**config.mk**
```make
export PLATFORM = sky130hd
export DESIGN_NAME = glitch_sequencer
export DESIGN_NICKNAME = d
export VERILOG_FILES = /design/src/rtl/glitch_pkg.sv /design/src/rtl/phase_settle_monitor.sv /design/src/rtl/glitch_sequencer.sv
export SDC_FILE = /design/constraint.sdc
export NUM_CORES = 1
export LEC_CHECK = 0
export BUFFER_PORTS_ARGS = -buffer_cell sky130_fd_sc_hd__buf_2
export CAP_MARGIN = 15
export CORE_UTILIZATION = 31
export DETAILED_ROUTE_END_ITERATION = 8
export PLACE_DENSITY = 0.46
export RECOVER_POWER = 50
export SETUP_SLACK_MARGIN = 0.15
export SYNTH_ARGS = -nofsm -noshare
export SYNTH_HDL_FRONTEND = slang
export SYNTH_SLANG_ARGS = --single-unit
```
**constraint.sdc**
```tcl
create_clock -name clkin_i -period 3.5 [get_ports clkin_i]
set_input_delay 0.175 -clock clkin_i [delete_from_list [all_inputs] [get_ports clkin_i]]
set_output_delay 0.175 -clock clkin_i [all_outputs]
set_load 0.03 [all_outputs]
```
**src/rtl/glitch_pkg.sv**
```systemverilog
// rtl/glitch_pkg.sv - shared state type and defaults for the glitch sequencer
package glitch_pkg;

  localparam int PHASE_W            = 8;
  localparam int TIMEOUT_W          = 16;
  localparam int SETTLE_CYCLES_DEF  = 8;
  localparam int TIMEOUT_CYCLES_DEF = 65535;

  typedef enum logic [2:0] {
    IDLE,
    SETTLE,
    ARM,
    DELAY,
    GLITCH,
    FINISH
  } state_e;

endpackage

```
**src/rtl/phase_settle_monitor.sv**
```systemverilog
// rtl/phase_settle_monitor.sv - stability and timeout counters for the DCM phase settle stage
module phase_settle_monitor
  import glitch_pkg::*;
#(
  parameter int SETTLE_CYCLES  = SETTLE_CYCLES_DEF,
  parameter int TIMEOUT_CYCLES = TIMEOUT_CYCLES_DEF
) (
  input  logic clk_i,
  input  logic rst_i,
  input  logic enable_i,
  input  logic phase_ready_i,
  output logic settled_o,
  output logic expired_o
);

  localparam int STAB_W = (SETTLE_CYCLES > 1) ? $clog2(SETTLE_CYCLES) : 1;
  localparam logic [STAB_W-1:0]    STAB_LAST = STAB_W'(SETTLE_CYCLES - 1);
  localparam logic [TIMEOUT_W-1:0] TMO_LAST  = TIMEOUT_W'(TIMEOUT_CYCLES - 1);

  logic [STAB_W-1:0]    stab_q, stab_d;
  logic [TIMEOUT_W-1:0] tmo_q, tmo_d;

  // A single low cycle of ready means the wrapper is still stepping, so restart the run.
  always_comb begin
    stab_d = stab_q;
    tmo_d  = tmo_q;
    if (!enable_i) begin
      stab_d = '0;
      tmo_d  = '0;
    end else begin
      if (!phase_ready_i) begin
        stab_d = '0;
      end else if (stab_q != STAB_LAST) begin
        stab_d = stab_q + STAB_W'(1);
      end
      if (tmo_q != TMO_LAST) begin
        tmo_d = tmo_q + TIMEOUT_W'(1);
      end
    end
  end

  always_ff @(posedge clk_i) begin
    if (rst_i) begin
      stab_q <= '0;
      tmo_q  <= '0;
    end else begin
      stab_q <= stab_d;
      tmo_q  <= tmo_d;
    end
  end

  assign settled_o = enable_i && phase_ready_i && (stab_q == STAB_LAST);
  assign expired_o = enable_i && (tmo_q == TMO_LAST);

endmodule

```
**src/rtl/glitch_sequencer.sv**
```systemverilog
// rtl/glitch_sequencer.sv - sequences DCM phase settle, trigger arm, delay and glitch window
module glitch_sequencer
  import glitch_pkg::*;
#(
  parameter int SETTLE_CYCLES  = SETTLE_CYCLES_DEF,
  parameter int TIMEOUT_CYCLES = TIMEOUT_CYCLES_DEF,
  parameter int DELAY_W        = 16,
  parameter int WIDTH_W        = 8
) (
  input  logic               clkin_i,
  input  logic               rst_i,
  input  logic               start_i,
  input  logic [PHASE_W-1:0] cfg_phase_i,
  input  logic [DELAY_W-1:0] cfg_delay_i,
  input  logic [WIDTH_W-1:0] cfg_width_i,
  input  logic               trigger_i,
  input  logic               phase_ready_i,
  output logic [PHASE_W-1:0] phase_o,
  output logic               glitch_en_o,
  output logic               busy_o,
  output logic               done_o,
  output logic               timeout_o
);

  state_e             state_q;
  logic [PHASE_W-1:0] phase_q;
  logic [DELAY_W-1:0] cfg_delay_q, dcnt_q;
  logic [WIDTH_W-1:0] cfg_width_q, wcnt_q;
  logic               glitch_en_q, busy_q, done_q, timeout_q;
  logic               settled, expired;

  phase_settle_monitor #(
    .SETTLE_CYCLES (SETTLE_CYCLES),
    .TIMEOUT_CYCLES(TIMEOUT_CYCLES)
  ) u_settle (
    .clk_i        (clkin_i),
    .rst_i        (rst_i),
    .enable_i     (state_q == SETTLE),
    .phase_ready_i(phase_ready_i),
    .settled_o    (settled),
    .expired_o    (expired)
  );

  always_ff @(posedge clkin_i) begin
    if (rst_i) begin
      state_q     <= IDLE;
      phase_q     <= '0;
      cfg_delay_q <= '0;
      cfg_width_q <= '0;
      dcnt_q      <= '0;
      wcnt_q      <= '0;
      glitch_en_q <= 1'b0;
      busy_q      <= 1'b0;
      done_q      <= 1'b0;
      timeout_q   <= 1'b0;
    end else begin
      done_q <= 1'b0;
      case (state_q)
        IDLE: begin
          if (start_i) begin
            phase_q     <= cfg_phase_i;
            cfg_delay_q <= cfg_delay_i;
            cfg_width_q <= cfg_width_i;
            timeout_q   <= 1'b0;
            busy_q      <= 1'b1;
            state_q     <= SETTLE;
          end
        end
        SETTLE: begin
          if (settled) begin
            state_q <= ARM;
          end else if (expired) begin
            timeout_q <= 1'b1;
            done_q    <= 1'b1;
            state_q   <= FINISH;
          end
        end
        ARM: begin
          if (trigger_i) begin
            dcnt_q  <= cfg_delay_q;
            wcnt_q  <= cfg_width_q;
            state_q <= (cfg_delay_q == '0) ? GLITCH : DELAY;
          end
        end
        DELAY: begin
          if (dcnt_q == DELAY_W'(1)) begin
            state_q <= GLITCH;
          end else begin
            dcnt_q <= dcnt_q - DELAY_W'(1);
          end
        end
        // wcnt_q holds the glitch cycles still owed; zero width exits without asserting.
        GLITCH: begin
          if (wcnt_q == '0) begin
            glitch_en_q <= 1'b0;
            done_q      <= 1'b1;
            state_q     <= FINISH;
          end else begin
            glitch_en_q <= 1'b1;
            wcnt_q      <= wcnt_q - WIDTH_W'(1);
          end
        end
        FINISH: begin
          busy_q  <= 1'b0;
          state_q <= IDLE;
        end
        default: state_q <= IDLE;
      endcase
    end
  end

  assign phase_o     = phase_q;
  assign glitch_en_o = glitch_en_q;
  assign busy_o      = busy_q;
  assign done_o      = done_q;
  assign timeout_o   = timeout_q;

endmodule

```
Word level (Yosys, flattened, before mapping)
Cells that the tools add are included.
Storage, ports and cells
  register bits: 82
  input bits: 37
  output and inout port bits: 12
  word-level logic and storage cells: 80
Cells by class
  add/subtract/negate cells: 4
  eq/ne operators: 19
  multiplexer cells: 25
  bitwise operators: 2
  reductions and logical operators: 18
Operators with widths (number)
  $mux W16: 2
  $pmux W16 S2: 1
  $mux W3: 7
  $add A16 B1 Y16 const B: 1
  $eq A16 B1 Y1 const B: 1
  $eq A16 B16 Y1 const B: 1
  $logic_not A16 Y1: 1
  $mux W8: 2
  $ne A16 B16 Y1 const B: 1
  $ne A2 B2 Y1 const B: 8
  $pmux W8 S2: 1
  $sub A16 B1 Y16 const B: 1
  $pmux W3 S5: 1
  $eq A3 B3 Y1 const B: 3
  $logic_not A8 Y1: 1
  $mux W1: 8
  $reduce_bool A2 Y1: 4
  $sub A8 B1 Y8 const B: 1
  $eq A3 B2 Y1 const B: 2
  $ne A3 B3 Y1 const B: 2
  $pmux W1 S2: 3
  $reduce_and A3 Y1: 2
  $reduce_and A5 Y1: 1
  $reduce_and A2 Y1: 2
  other kinds (8): 11

Logic depth before layout (Yosys ltp)
  depth in word-level cells: 5
  mapped depth: 8

Hierarchy
A second synthesis with hierarchy kept.
Unflattened totals
  cells, all modules: 521
  area total of the unflattened synthesis: 4155.2 sq um
By module, submodules not included
  glitch_sequencer: instances 1, cells an instance 409, area each 3159.3 sq um
  phase_settle_monitor: instances 1, cells an instance 112, area each 996.0 sq um

Worst setup path before layout
No wires, ideal clock.
  path type: reg2reg
  start point: register dcnt_q[0]
  end point: register dcnt_q[8]
  data arrival time: 1.604 ns
  data required time: 3.368 ns
  setup slack: 1.763 ns
  stages on the path, launching flop included: 8
  path buffers: 1
  cell sequence: dfxtp_1 ha_1 nor4b_1 nand4_1 o21a_1 buf_2 a21oi_1 nor3_2
Between the ends
  word-level cells in the longest chain between the ends: 3
Ends and longest elaborated chain
  start: declaration: line glitch_sequencer.sv:27  | logic [DELAY_W-1:0] cfg_delay_q, dcnt_q;
  start signal: assignment: line glitch_sequencer.sv:80  | dcnt_q <= cfg_delay_q;
  start signal: assignment: line glitch_sequencer.sv:89  | dcnt_q <= dcnt_q - DELAY_W'(1);
  $sub A16 B1 Y16 or $eq A16 B1 Y1 (tied branches): line glitch_sequencer.sv:89, glitch_sequencer.sv:86
  $mux W16 or $ne A2 B2 Y1 (tied branches)
  $pmux W16 S2 or $reduce_and A3 Y1 (tied branches)
Parallel ways exist; a longest one is shown, timed or not. The select of a mux whose other input is x is not followed.
A chain may end at the register's enable or synchronous reset.

Final worst setup path
  start point: register state_q[0]
  end point: register cfg_delay_q[10]
Between the ends
  word-level cells in the longest chain between the ends: 2
Ends and longest elaborated chain
  start: declaration: line glitch_sequencer.sv:25  | state_e state_q;
  start signal: assignment: line glitch_sequencer.sv:82  | state_q <= (cfg_delay_q == '0) ? GLITCH : DELAY;
  $logic_not A3 Y1: line glitch_sequencer.sv:58  | case (state_q)
  $reduce_and A2 Y1 (no line)
  end signal: assignment: line glitch_sequencer.sv:62  | cfg_delay_q <= cfg_delay_i;
  end: declaration: line glitch_sequencer.sv:27
No other way between the ends.

==> impl_results.md <==
* Outcome: finished, violations left
* Violations in the final reports: max-capacitance violations, max-slew violations
* Total leakage power at 1.702 nW
* Delay of the slowest cell on the worst path at 1.10 ns
* Slew at the pin closest to its max-slew limit at 1.530 ns
* Count of flip-flops with a built-in enable after synthesis at 0
* Number of cell rows at 41
* Detail Route Antenna Nets at 0
* Synthesized netlist cell count at 509
* Global placer's final weighted congestion at 0.8232
* Mapped Avg Cell Area at 7.866 um2
* Compound-gate portion of the synthesized area at 19.94%
* CTS tree: done
* Fraction of layout cells with a size suffix above 1 at 12.73%
* Unrepaired setup endpoints after global routing: false
* First-pass GRT wire length at 16,900 um
* Cell area power density at 456.9 mW/mm2
* Final Cell Area at 0.004662 mm2
* Normalized max-slew margin at -1.985%
* CP max stage cell: clkbuf_1
* Routed Wire Length at 10,140 um
* Largest family of logic cells by synthesized area: simple AND/OR/NAND/NOR gates
* Effective utilization at floorplan at 31.73%
* Max frequency at 400.5 MHz
* Average vias per placed instance at 5.055
* Required time at the endpoint of the critical path at 3.77 ns
* Routed length on met2 at 4719 um
* Clock skew after layout at 0.008910 ns
* Crit path kind: flop to flop
* Layout-stage area growth over the synthesis result at 16.44%
* Flops & latches, synth at 82
* Startpoint type of the worst setup path: flop
* TritonCTS sink count at 82
* Number of pins exceeding their max-slew limit in the final report at 34
* Via count of the routed design at 3,650
* Initial antenna violation count at 0
* Reported max-cap violation count at 1
* Setup WS pre-CTS at 1.237 ns
* Part of the Yosys area used for sequential elements at 41.00%
* Main flop type after synthesis: dfxtp_1
* Commonest non-fill, non-tap cell in the layout: nand2_1
* Placeable Area at 0.01262 mm2
* Maximum level of the CTS H-tree at 3
* Worst skew pair latency at 0.34 ns
* Final critical-path required period at 2.497 ns
* Class of the tightest hold or removal check: input pin to flop
* Post-Synthesis Cell Area at 0.004004 mm2
* Asr flop ratio synth at 0%
* Endpoints failing setup at 0
* Number of hold buffers added after cts at 0
* Routed met1 length at 4962 um
* Final Cycle Share at 71.33%
* Port Buf Inserts at 48
* Buffer cell driving the clock tree root: clkbuf_16
* CP max FO at 33
* Number of warnings printed during yosys synthesis at 0
* Number of buffers added by the clock tree synthesis step at 9
* Drt pass-1 iters at 4
* # DRC at 0
* Area enclosed by the die boundary at 0.01337 mm2
* Synth Area in Simple Gates at 28.06%
* Largest buffer count on any clock path at 2
* Number of resized instances in the post-cts repair step at 0
* Count of pins on the block boundary at 49
* Number of buffers added for setup after CTS at 0
* Capturing element type of the critical path: flop
* Die width at 115.6 um
* Mean routed wirelength per cell at 14.05 um
* Share of synthesized area spent on multiplexers at 1.031%
* Worst voltage drop across the vdd grid at 243.9 uV
* Sum of negative setup slack at 0 ns
* Share of synthesized cell area in full adder, half adder and majority cells at 2.500%
* Distinct cell type count of the synthesized netlist at 64
* Worst Path Arrival at 2.77 ns
* Number of hold-slack violations in the final timing report at 0
* Amount of wire on met3 after detailed routing at 350 um
* Antenna cell count at 0
* Commonest cells after routing, fill and taps aside: 99 x nand2_1, 82 x dfxtp_1, 67 x a21oi_1
* Share of the synthesized netlist area taken by xor and xnor gates at 3.062%
* Number of global-route vias before repair at 3,436
* Clock input transition at the sequential cells of the worst setup and hold paths at 0.06 ns
* Post-layout worst setup margin at 1.003 ns
* # nets final at 590
* Die extent in y at 115.6 um
* Series of cell instances along the critical path: inv_1 -> nand3_1 -> clkbuf_1 -> nand2_1 -> a21oi_1
* First DRT Iteration DRCs at 177
* Uppermost signal routing layer after detailed routing: met4
* Syn nets at 554
* Pin count of the biggest net entering global routing at 59
* Total placed instance area at 0.004377 mm2
* Placed wire-length estimate after detailed placement at 6924 um
* Overall track demand over capacity in global routing at 16.36%
* Total grt overflow at 0
## synthesized netlist by cell type, types with 2 or more instances
cell type	count	area, um2
a211o_1	2	17.52
a211oi_1	7	52.55
a211oi_2	2	25.02
a21o_1	7	52.55
a21oi_1	67	335.3
a31oi_1	3	18.77
a41oi_1	2	17.52
and2_1	2	12.51
and4_1	2	17.52
buf_2	8	40.04
clkbuf_1	19	71.32
dfxtp_1	82	1642
ha_1	8	100.1
inv_1	11	41.29
mux2i_1	3	30.03
nand2_1	99	371.6
nand2b_1	2	12.51
nand3_1	12	60.06
nand3b_1	2	15.01
nand4_1	12	75.07
nor2_1	50	187.7
nor3_1	12	60.06
nor3b_1	3	22.52
nor4_1	13	81.33
nor4_4	3	63.81
o21a_1	2	15.01
o21ai_0	15	75.07
o21ai_1	3	15.01
o32ai_1	6	52.55
or3_1	2	12.51
or4_1	3	22.52
xnor2_1	6	52.55
xor2_1	8	70.07
## registers in the layout, summed over array words and instances, names as in the netlist
register and cells:
busy_o 1, cfg_delay_q 16, cfg_width_q 8, dcnt_q 16, done_o 1, glitch_en_o 1
phase_o 8, state_q 3, timeout_o 1, u_settle.stab_q 3, u_settle.tmo_q 16, wcnt_q 8
## where the power goes
part	total [mW]	internal [mW]	switching (mW)
Clock	0.965	0.576	0.389
Combinational	0.176	0.0619	0.114
Sequential	0.989	0.963	0.0263
Total	2.13	1.60	0.529
## metal layers
metal,track usage (%),vias up
li1,-,1883
met1,20.30,1698
met2,27.50,63
met3,4.707,6
met4,4.872,0
met5,0,-
## cell type report
cell class,count,area (um2)
fillers,1362,7958
multi-input cells,386,2186
flip-flops and latches,82,1642
repair buffers,55,274.0
clock buffers,11,242.7
well taps,172,215.2
clock inverters,5,61.31
inverters,11,41.29
## critical path: cells and delay by family (launching register included)
kind	cells	cell delay [ns]
buffers and inverters	2	1.32
flip-flops	1	0.63
AND/OR/NAND/NOR	2	0.25
AO/OA/AOI/OAI	1	0.19
## final timing paths
check | from | to | slack (ns) | depth (start not counted)
max reg2reg | state_q[0] | cfg_delay_q[10] | 1.00 | 5
min reg2reg | phase_o[2] | phase_o[2] | 0.45 | 2
max | state_q[0] | cfg_delay_q[10] | 1.00 | 5
min | cfg_phase_i[1] | phase_o[1] | 0.06 | 3
## cells by family (layout without fill, tap and decap cells)
logic type,Yosys count,after routing
buf+inv,41,82
flops,82,82
mux,4,4
simple gates,230,230
fa+ha+maj,8,8
xor+xnor,14,14
compound gates,130,130
## metrics by stage
step	hold WS (ns)	instances	util (%)	total power [mW]
CTS	0.04355	722	37.09	2.179
floorplan	0.3110	509	-	1.123
finish	0.05982	722	36.94	2.130
global route	0.05792	722	36.94	2.238
detailed placement	0.4220	706	34.68	1.193
global placement	0.4156	706	34.68	1.191
Note: power is estimated with default switching activity, not from simulation.
